`src/rtl/vgm_axi_pkg.sv`:
```
// Shared types for the vgm AXI write-channel slave: ID/address/data/length
// types, the AXI response encoding, the slave FSM states and the queued
// write-address entry.
package vgm_axi_pkg;

    typedef logic [3:0]  id_t;
    typedef logic [31:0] addr_t;
    typedef logic [31:0] data_t;
    typedef logic [3:0]  len_t;

    typedef enum logic [1:0] {
        OKAY   = 2'b00,
        EXOKAY = 2'b01,
        SLVERR = 2'b10,
        DECERR = 2'b11
    } resp_e;

    typedef enum logic [1:0] {
        IDLE = 2'b00,
        DATA = 2'b01,
        RESP = 2'b10
    } state_e;

    // One accepted AW transfer waiting for its data burst.
    typedef struct packed {
        id_t   id;
        addr_t addr;
        len_t  len;
    } aw_entry_t;

    // Address of beat 'cnt' of an INCR burst; wraps silently modulo 2^32.
    function automatic addr_t beat_addr(input addr_t base, input len_t cnt,
                                        input int unsigned stride);
        return base + (addr_t'(stride) * addr_t'(cnt));
    endfunction

endpackage

```
`src/rtl/vgm_axi_aw_fifo.sv`:
```
// Synchronous FIFO holding accepted write addresses until the data FSM is
// ready for them. DEPTH must be a power of two so the pointers wrap freely.
// A push is ignored when full and a pop is ignored when empty.
module vgm_axi_aw_fifo
    import vgm_axi_pkg::*;
#(
    parameter int  DEPTH   = 2,
    parameter type entry_t = aw_entry_t
) (
    input  logic   clk,
    input  logic   rst,
    input  logic   push,
    input  entry_t push_data,
    input  logic   pop,
    output entry_t pop_data,
    output logic   full,
    output logic   empty
);

    localparam int PW = $clog2(DEPTH);
    localparam int CW = PW + 1;

    entry_t         mem [DEPTH];
    logic [PW-1:0]  wr_ptr;
    logic [PW-1:0]  rd_ptr;
    logic [CW-1:0]  count;
    logic           do_push;
    logic           do_pop;

    assign full     = (count == CW'(DEPTH));
    assign empty    = (count == '0);
    assign do_push  = push && !full;
    assign do_pop   = pop && !empty;
    assign pop_data = mem[rd_ptr];

    // Storage array: written on an accepted push, contents need no reset.
    always_ff @(posedge clk) begin
        if (do_push) begin
            mem[wr_ptr] <= push_data;
        end
    end

    // Pointer and occupancy tracking; simultaneous push and pop keep count.
    always_ff @(posedge clk or posedge rst) begin
        if (rst) begin
            wr_ptr <= '0;
            rd_ptr <= '0;
            count  <= '0;
        end else begin
            if (do_push) begin
                wr_ptr <= wr_ptr + PW'(1);
            end
            if (do_pop) begin
                rd_ptr <= rd_ptr + PW'(1);
            end
            case ({do_push, do_pop})
                2'b10:   count <= count + CW'(1);
                2'b01:   count <= count - CW'(1);
                default: count <= count;
            endcase
        end
    end

endmodule

```
`src/rtl/vgm_axi_write_slave.sv`:
```
// AXI write-channel slave. Write addresses are queued in a small FIFO; the
// FSM takes one address at a time, accepts AWLEN+1 data beats (WLAST is not
// used to delimit the burst), forwards each beat to a registered memory
// write port and then returns a single B response.
//
// Handshakes: a transfer happens on a rising edge where both VALID and READY
// are high; the source holds VALID and its payload stable until then, and
// READY never depends on the same channel's VALID.
//
// Optional protocol checking: define VGM_AXI_WRITE_SLAVE_CHECK_EN to flag a
// WID mismatch or a misplaced WLAST with BRESP=SLVERR. Without it BRESP is
// always OKAY and no comparison logic exists.
module vgm_axi_write_slave
    import vgm_axi_pkg::*;
#(
    parameter int AW_DEPTH    = 2,
    parameter int ADDR_STRIDE = 4
) (
    input  logic        ACLK,
    input  logic        ARESET,
    input  logic [3:0]  AWID,
    input  logic [31:0] AWADDR,
    input  logic [3:0]  AWLEN,
    input  logic        AWVALID,
    output logic        AWREADY,
    input  logic [3:0]  WID,
    input  logic [31:0] WDATA,
    input  logic        WLAST,
    input  logic        WVALID,
    output logic        WREADY,
    output logic [3:0]  BID,
    output logic [1:0]  BRESP,
    output logic        BVALID,
    input  logic        BREADY,
    output logic        mem_wr_en,
    output logic [31:0] mem_wr_addr,
    output logic [31:0] mem_wr_data
);

    // FSM state is kept as a named signal so checkers can bind to it.
    state_e    state;
    state_e    state_next;

    aw_entry_t aw_in;
    aw_entry_t aw_head;
    logic      fifo_full;
    logic      fifo_empty;
    logic      aw_push;
    logic      aw_pop;
    logic      w_fire;
    logic      b_fire;

    id_t       cur_id;
    addr_t     cur_base;
    len_t      cur_len;
    len_t      beat_cnt;
    logic      err;
    resp_e     bresp_code;

    assign aw_in   = '{id: AWID, addr: AWADDR, len: AWLEN};
    assign AWREADY = !fifo_full;
    assign aw_push = AWVALID && AWREADY;
    assign aw_pop  = (state == IDLE) && !fifo_empty;
    assign w_fire  = WVALID && WREADY;
    assign b_fire  = BVALID && BREADY;

    vgm_axi_aw_fifo #(
        .DEPTH   (AW_DEPTH),
        .entry_t (aw_entry_t)
    ) u_aw_fifo (
        .clk       (ACLK),
        .rst       (ARESET),
        .push      (aw_push),
        .push_data (aw_in),
        .pop       (aw_pop),
        .pop_data  (aw_head),
        .full      (fifo_full),
        .empty     (fifo_empty)
    );

    // FSM state register.
    always_ff @(posedge ACLK or posedge ARESET) begin
        if (ARESET) begin
            state <= IDLE;
        end else begin
            state <= state_next;
        end
    end

    // Next-state and channel handshake outputs.
    always_comb begin
        state_next = state;
        WREADY     = 1'b0;
        BVALID     = 1'b0;
        case (state)
            IDLE: begin
                if (!fifo_empty) begin
                    state_next = DATA;
                end
            end
            DATA: begin
                WREADY = 1'b1;
                if (w_fire && (beat_cnt == cur_len)) begin
                    state_next = RESP;
                end
            end
            RESP: begin
                BVALID = 1'b1;
                if (BREADY) begin
                    state_next = IDLE;
                end
            end
            default: begin
                state_next = IDLE;
            end
        endcase
    end

    // Current burst context: loaded from the FIFO head, beat counter advances
    // on each accepted data beat.
    always_ff @(posedge ACLK or posedge ARESET) begin
        if (ARESET) begin
            cur_id   <= '0;
            cur_base <= '0;
            cur_len  <= '0;
            beat_cnt <= '0;
        end else if (aw_pop) begin
            cur_id   <= aw_head.id;
            cur_base <= aw_head.addr;
            cur_len  <= aw_head.len;
            beat_cnt <= '0;
        end else if (w_fire) begin
            beat_cnt <= beat_cnt + len_t'(1);
        end
    end

    // Memory write port: one-cycle strobe in the cycle after each beat.
    always_ff @(posedge ACLK or posedge ARESET) begin
        if (ARESET) begin
            mem_wr_en   <= 1'b0;
            mem_wr_addr <= '0;
            mem_wr_data <= '0;
        end else begin
            mem_wr_en <= w_fire;
            if (w_fire) begin
                mem_wr_addr <= beat_addr(cur_base, beat_cnt, ADDR_STRIDE);
                mem_wr_data <= WDATA;
            end
        end
    end

`ifdef VGM_AXI_WRITE_SLAVE_CHECK_EN
    logic beat_err;

    assign beat_err = (WID != cur_id) || (WLAST != (beat_cnt == cur_len));

    // Sticky per-burst protocol error, cleared when a new burst is loaded.
    always_ff @(posedge ACLK or posedge ARESET) begin
        if (ARESET) begin
            err <= 1'b0;
        end else if (aw_pop) begin
            err <= 1'b0;
        end else if (w_fire && beat_err) begin
            err <= 1'b1;
        end
    end
`else
    logic unused_w_fields;

    assign err             = 1'b0;
    assign unused_w_fields = ^{WID, WLAST};
`endif

    // Response payload is only driven while the response is offered.
    always_comb begin
        bresp_code = OKAY;
        BID        = '0;
        if (state == RESP) begin
            BID        = cur_id;
            bresp_code = err ? SLVERR : OKAY;
        end
    end

    assign BRESP = bresp_code;

endmodule

```
`config.mk`:
```
export PLATFORM = sky130hd
export DESIGN_NAME = vgm_axi_write_slave
export DESIGN_NICKNAME = d
export VERILOG_FILES = /design/src/rtl/vgm_axi_pkg.sv /design/src/rtl/vgm_axi_aw_fifo.sv /design/src/rtl/vgm_axi_write_slave.sv
export SDC_FILE = /design/constraint.sdc
export NUM_CORES = 1
export LEC_CHECK = 0
export CAP_MARGIN = 20
export CORE_MARGIN = 8
export CORE_UTILIZATION = 30
export DETAILED_ROUTE_END_ITERATION = 7
export PLACE_DENSITY = 0.63
export SYNTH_ARGS = -nofsm -noshare
export SYNTH_HDL_FRONTEND = slang
export SYNTH_SLANG_ARGS = --single-unit
```
`constraint.sdc`:
```
create_clock -name ACLK -period 5.5 [get_ports ACLK]
set_input_delay 1.1 -clock ACLK [delete_from_list [all_inputs] [get_ports ACLK]]
set_output_delay 1.1 -clock ACLK [all_outputs]
set_load 0.02 [all_outputs]
```
-- Word-level counts from Yosys, hierarchy flattened
Memories as Yosys holds them, arrays and structs flattened. A register that Yosys moved wholly into a read port is not among the register bits.
Cells that the tools add are included.
- register bits after elaboration: 75
- latch bits: 0
- RAM bits: 80
- bits in read-only memories: 0
- input port bits: 82
- output and inout bits: 74
- memories: 1
- memories (name ; depth ; bits a word ; rd ports ; clocked after Yosys merged registers in ; write ports ; RTL line ; text):
    u_aw_fifo.mem ; 2 ; 40 ; 1 ; 1 ; 1 ; vgm_axi_aw_fifo.sv:23 ; entry_t mem [DEPTH];
- $add $sub $neg: 6
- $mul: 0
- div/mod/pow operators: 0
- $lt $le $gt $ge: 0
- equal/unequal tests: 9
- shift-type cells: 0
- multiplexer cells: 12
- bitwise logic cells: 0
- reductions and logical operators: 13
- operator list (kind ; count):
    $add 32x6->32 ; 1
    $mux 4 ; 3
    $eq 2x2->1 const B ; 3
    $logic_and 1x1->1 ; 6
    $mux 2 ; 3
    $ne 2x2->1 const B ; 3
    $pmux 2 s3 ; 1
    $add 4x1->4 const B ; 1
    $eq 2x1->1 const B ; 2
    $eq 4x4->1 ; 1
    $logic_not 2->1 ; 2
    $mux 1 ; 4
    $pmux 2 s2 ; 1
    $reduce_bool 2->1 ; 2
    $reduce_and 3->1 ; 1
    $add 1x1->1 const B ; 2
    $add 2x1->2 const B ; 1
    $logic_not 1->1 ; 2
    $sub 2x1->2 const B ; 1

-- Logic depth before layout (Yosys ltp)
- depth in word-level cells: 6
- gate-level depth with buffers: 8
- gate-level depth less buffers: 8

-- Modules after synthesis
A second synthesis with hierarchy kept.
- cells, all modules: 613
- area, all modules: 8137.8 sq um
- by module, submodules not included (module ; times used ; cells an instance ; area each (sq um) ; sequential area each (sq um)):
    vgm_axi_write_slave ; 1 ; 469 ; 4847.1 ; 2777.7
    vgm_axi_aw_fifo ; 1 ; 144 ; 3290.7 ; 2502.4

-- Least setup slack after synthesis
No wires, ideal clock.
- kind: in2reg
- start point: input port AWVALID
- end point: memory u_aw_fifo.mem[0][0] (netlist bit) (enable)
- arrival time: 2.886 ns
- setup slack: 2.176 ns
- cell stages on the path: 2
- path buffers: 0
- cell sequence: nand2_1 nor2_1
- cells in the longest elaborated chain, start to end: 4
- ends and longest elaborated chain (element ; RTL line ; text):
    from (decl) ; vgm_axi_write_slave.sv:24 ; input logic AWVALID,
    $logic_and 1x1->1 ; vgm_axi_write_slave.sv:62 ; assign aw_push = AWVALID && AWREADY;
    $logic_and 1x1->1 ; vgm_axi_aw_fifo.sv:32 ; assign do_push = push && !full;
    $mux 1 ; vgm_axi_aw_fifo.sv:38 ; if (do_push) begin
    $mux 1 (not written as such) ; vgm_axi_aw_fifo.sv:39 ; mem[wr_ptr] <= push_data;
    to (decl) ; vgm_axi_aw_fifo.sv:23 ;
No other way between the ends.

-- Worst setup path after layout
- start point: register state[1]
- end point: output port BID[2]
- cells in the longest elaborated chain, start to end: 2
- ends and longest elaborated chain (element ; RTL line ; text):
    from (decl) ; vgm_axi_write_slave.sv:41 ; state_e state;
    from (signal assigned) ; vgm_axi_write_slave.sv:86 ; state <= state_next;
    $eq 2x2->1 ; vgm_axi_write_slave.sv:178 ; if (state == RESP) begin
    $mux 4 ; vgm_axi_write_slave.sv:178 ;
    to (decl) ; vgm_axi_write_slave.sv:31 ; output logic [3:0] BID,
No other way between the ends.

==> key figures <==
STA
  – Post-route clock period utilization: between 50% and 60%
  – Final Hold Violating Endpoints: 0
  – Worst-margin pin slew: 983 ps
  – RSZ-0062 raised after global routing: false
  – Rel. slew slack: 34.4%
  – TNS Setup: 0 ps
  – Fmax: approximately 310 MHz
  – Final worst path period need: roughly 3200 ps
  – Endpoints failing setup: 0
  – Slew Limit Fails: 0
  – Worst Skew: 10.4 ps

Drt
  – Via count: around 5.1k
  – Total iterations of the first detailed-routing run: 4
  – # DRC: 0
  – Initial DRC Count: 268
  – Post-detailed-route wirelength per cell: 15.7 um
  – Final WL: between 15000 and 20000 um
  – Antenna viol nets, final: 0
  – Vias per std cell: ~4.5

Power
  – Peak supply drop: ~220 uV
  – Leakage: about 4.1 nW
  – Pwr Density: ~580 mW/mm^2

Logic synthesis
  – Cells after Synth: between 600 and 700
  – Sequential element share of the synthesized area: about 68%
  – Mapped cell area: approximately 0.0078 mm^2
  – FF+latch count, synth: between 150 and 200
  – Average size of a mapped cell: 12.1 um^2
  – Unique masters post-synth: 39
  – Syn. warnings: 0

Final layout
  – Antenna diodes: 0
  – Most frequent cells in the layout: clkdlybuf4s50_1 (148), nand2_1 (143), dfrtp_1 (114), edfxtp_1 (80), nor2_1 (50)
  – Commonest non-fill, non-tap cell in the layout: clkdlybuf4s50_1
  – Layout cells sized above 1: 6.38%
  – Util after Layout: around two fifths
  – Nets@finish: a little under 900
  – Area grow syn2layout: 30.8%

Worst setup path
  – Critical path data required time: ~4400 ps
  – Startpoint types: flop
  – Crit path capture type: output port
  – Reg2Reg Setup Slack: around 3000 ps
  – CP cell instances: nor2b_1 > and2_1 > clkdlybuf4s50_1
  – Largest delay share family, worst path: simple AND/OR/NAND/NOR gates
  – Crit Path Class: reg2out
  – WP buf/inv: 1
  – Worst Path Arrival: approximately 2100 ps
  – FF-to-FF End: mem_wr_data[7]
  – R2R depth: 6
  – CP Max Fanout: 6
  – Slowest CP cell: clkdlybuf4s50_1
  – Slowest Stage Delay on Critical Path: approximately 600 ps
  – Reg2reg start: state[1]
  – Critical path depth: 3

Clock network
  – CTS tree: yes
  – Clk buf depth: 2
  – H-tree lvl count: 4
  – Clk sinks: between 150 and 200
  – Post-CTS setup buffer count: 0
  – Hold buffers post-CTS: 0
  – Reg clk slew, reported paths: ~70 ps
  – CTS Buf Count: 17
  – Clk_lat worst skew: ~430 ps
  – Root buffer cell: clkbuf_16
  – PostCTS Resize Cnt: 0

Place
  – Dpl hpwl: 11800 um
  – GP Congestion: just over 0.7
  – PortBufs: 148

Die
  – Top Ports: roughly 160
  – Die X: between 150 and 200 um
  – Die Ht: roughly 180 um
  – Starting Density: a little under a third
  – Number of core rows: 59
  – Core footprint: ~0.026 mm^2
  – Die area: roughly 0.031 mm^2

Global route
  – Largest net degree at the start of global routing: 96
  – First-pass GRT wire length: around 28000 um
  – Total grt overflow: 0
  – Initial antenna violation count: 3
  – Overall Global Routing Usage: between 10% and 20%
  – Number of global-route vias before repair: 5109

Outcome
  – Status: finished clean

Worst hold path
  – Worst min-delay path endpoint: mem_wr_addr[1]
  – Hold path start: cur_base[1]
  – Hold depth: 2
  – Tightest Hold Check Type: reg2reg

Run
  – Max Cap Violations: 0
cell families (layout without fill, tap and decap cells):
group / count (synthesis) / in the layout / synth area share, %
mux: 40 / 40 / 5.13
other cells: 1 / 2 / 0.0481
fa+ha+maj: 7 / 7 / 1.22
flops: 195 / 195 / 67.7
xor+xnor: 39 / 39 / 4.38
compound gates: 81 / 81 / 5.50
buf+inv: 39 / 193 / 2.25
simple gates: 243 / 243 / 13.8
routing by layer:
| layer | GRT usage (%) | vias up | share of wire [%] |
|---|---|---|---|
| met1 | 15.0 | 2401 | 46 |
| met5 | 0 | - | 0.21 |
| met2 | 17.7 | 146 | 45 |
| met4 | 3.43 | 6 | 1.3 |
| met3 | 4.10 | 20 | 7.7 |
| li1 | - | 2478 | - |
synthesized netlist by cell type:
master | instances | area share (%)
conb_1 | 1 | 0.048
a21o_1 | 3 | 0.29
nor3b_1 | 1 | 0.096
nor2b_1 | 2 | 0.16
nand2b_1 | 2 | 0.16
buf_4 | 3 | 0.29
ha_1 | 6 | 0.96
buf_6 | 1 | 0.14
a21oi_1 | 41 | 2.6
nor2_1 | 51 | 2.5
buf_2 | 8 | 0.51
and4_1 | 4 | 0.45
nand3_4 | 1 | 0.22
clkbuf_1 | 19 | 0.91
nand4_1 | 8 | 0.64
o21ba_2 | 1 | 0.13
edfxtp_1 | 80 | 31
o21ai_1 | 15 | 0.96
nand2_1 | 144 | 6.9
nor4b_2 | 3 | 0.58
and3_1 | 3 | 0.24
and4_2 | 1 | 0.13
a21oi_2 | 1 | 0.11
inv_1 | 6 | 0.29
o21bai_1 | 1 | 0.096
nand3_1 | 8 | 0.51
and2_2 | 1 | 0.096
xnor2_1 | 20 | 2.2
mux2i_1 | 40 | 5.1
xor2_1 | 19 | 2.1
nor3_1 | 7 | 0.45
and4_4 | 1 | 0.14
and2_1 | 5 | 0.40
dfrtp_1 | 115 | 37
a211oi_1 | 2 | 0.19
and3_2 | 1 | 0.096
buf_1 | 2 | 0.096
fa_1 | 1 | 0.26
o21ai_0 | 17 | 1.1
flip-flops by register name, indices dropped and copies added, names as in the netlist:
signal            cells
cur_base             32
mem_wr_en             1
state                 2
mem_wr_addr          32
mem_wr_data          32
u_aw_fifo.rd_ptr      1
u_aw_fifo.mem        80
u_aw_fifo.count       2
cur_id                4
u_aw_fifo.wr_ptr      1
beat_cnt              4
cur_len               4
final cells by class:
type | instances | area, um^2
multi-input combinational | 412 | 2370
clock inverter | 11 | 104
fill | 2475 | 15600
sequential | 195 | 5280
tap | 335 | 419
inverter | 6 | 25.0
clock buffer | 21 | 450
timing repair buffer | 155 | 1550
metrics by stage:
stage | hold slack, ps | power (mW) | setup WS (ps) | cells | instance area (um^2)
2_1_floorplan | 439 | 3.88 | 1360 | 646 | 7800
3_5_place_dp | 462 | 4.84 | 2090 | 1102 | 9620
4_1_cts | 479 | 6.06 | 2220 | 1134 | 10200
3_3_place_gp | 457 | 4.78 | 2090 | 1102 | 9620
6_report | 472 | 5.96 | 2320 | 1135 | 10200
5_1_grt | 494 | 6.38 | 2120 | 1135 | 10200
report_power, final:
group / internal [mW] / switching (mW) / total [mW]
combinational: 0.990 / 1.32 / 2.31
sequential: 2.09 / 0.379 / 2.46
clock: 0.639 / 0.548 / 1.19
worst register-to-register path: stages (launching register included):
cell and delay, ps:
dfrtp_1 400, nor2b_1 330, nand2_4 570, inv_1 570
buf_4 410, nand2_1 100, nand2_1 80
how the worst max path moves through the flow:
stage,startpoint,endpoint,slack (ps)
floorplan,ARESET,beat_cnt[0],1360
global placement,WVALID,mem_wr_data[4],2090
detailed placement,WVALID,mem_wr_data[7],2090
CTS,state[1],BID[2],2220
global route,state[1],BID[0],2120
finish,state[1],BID[2],2320
Note: power is estimated with default switching activity, not from simulation.
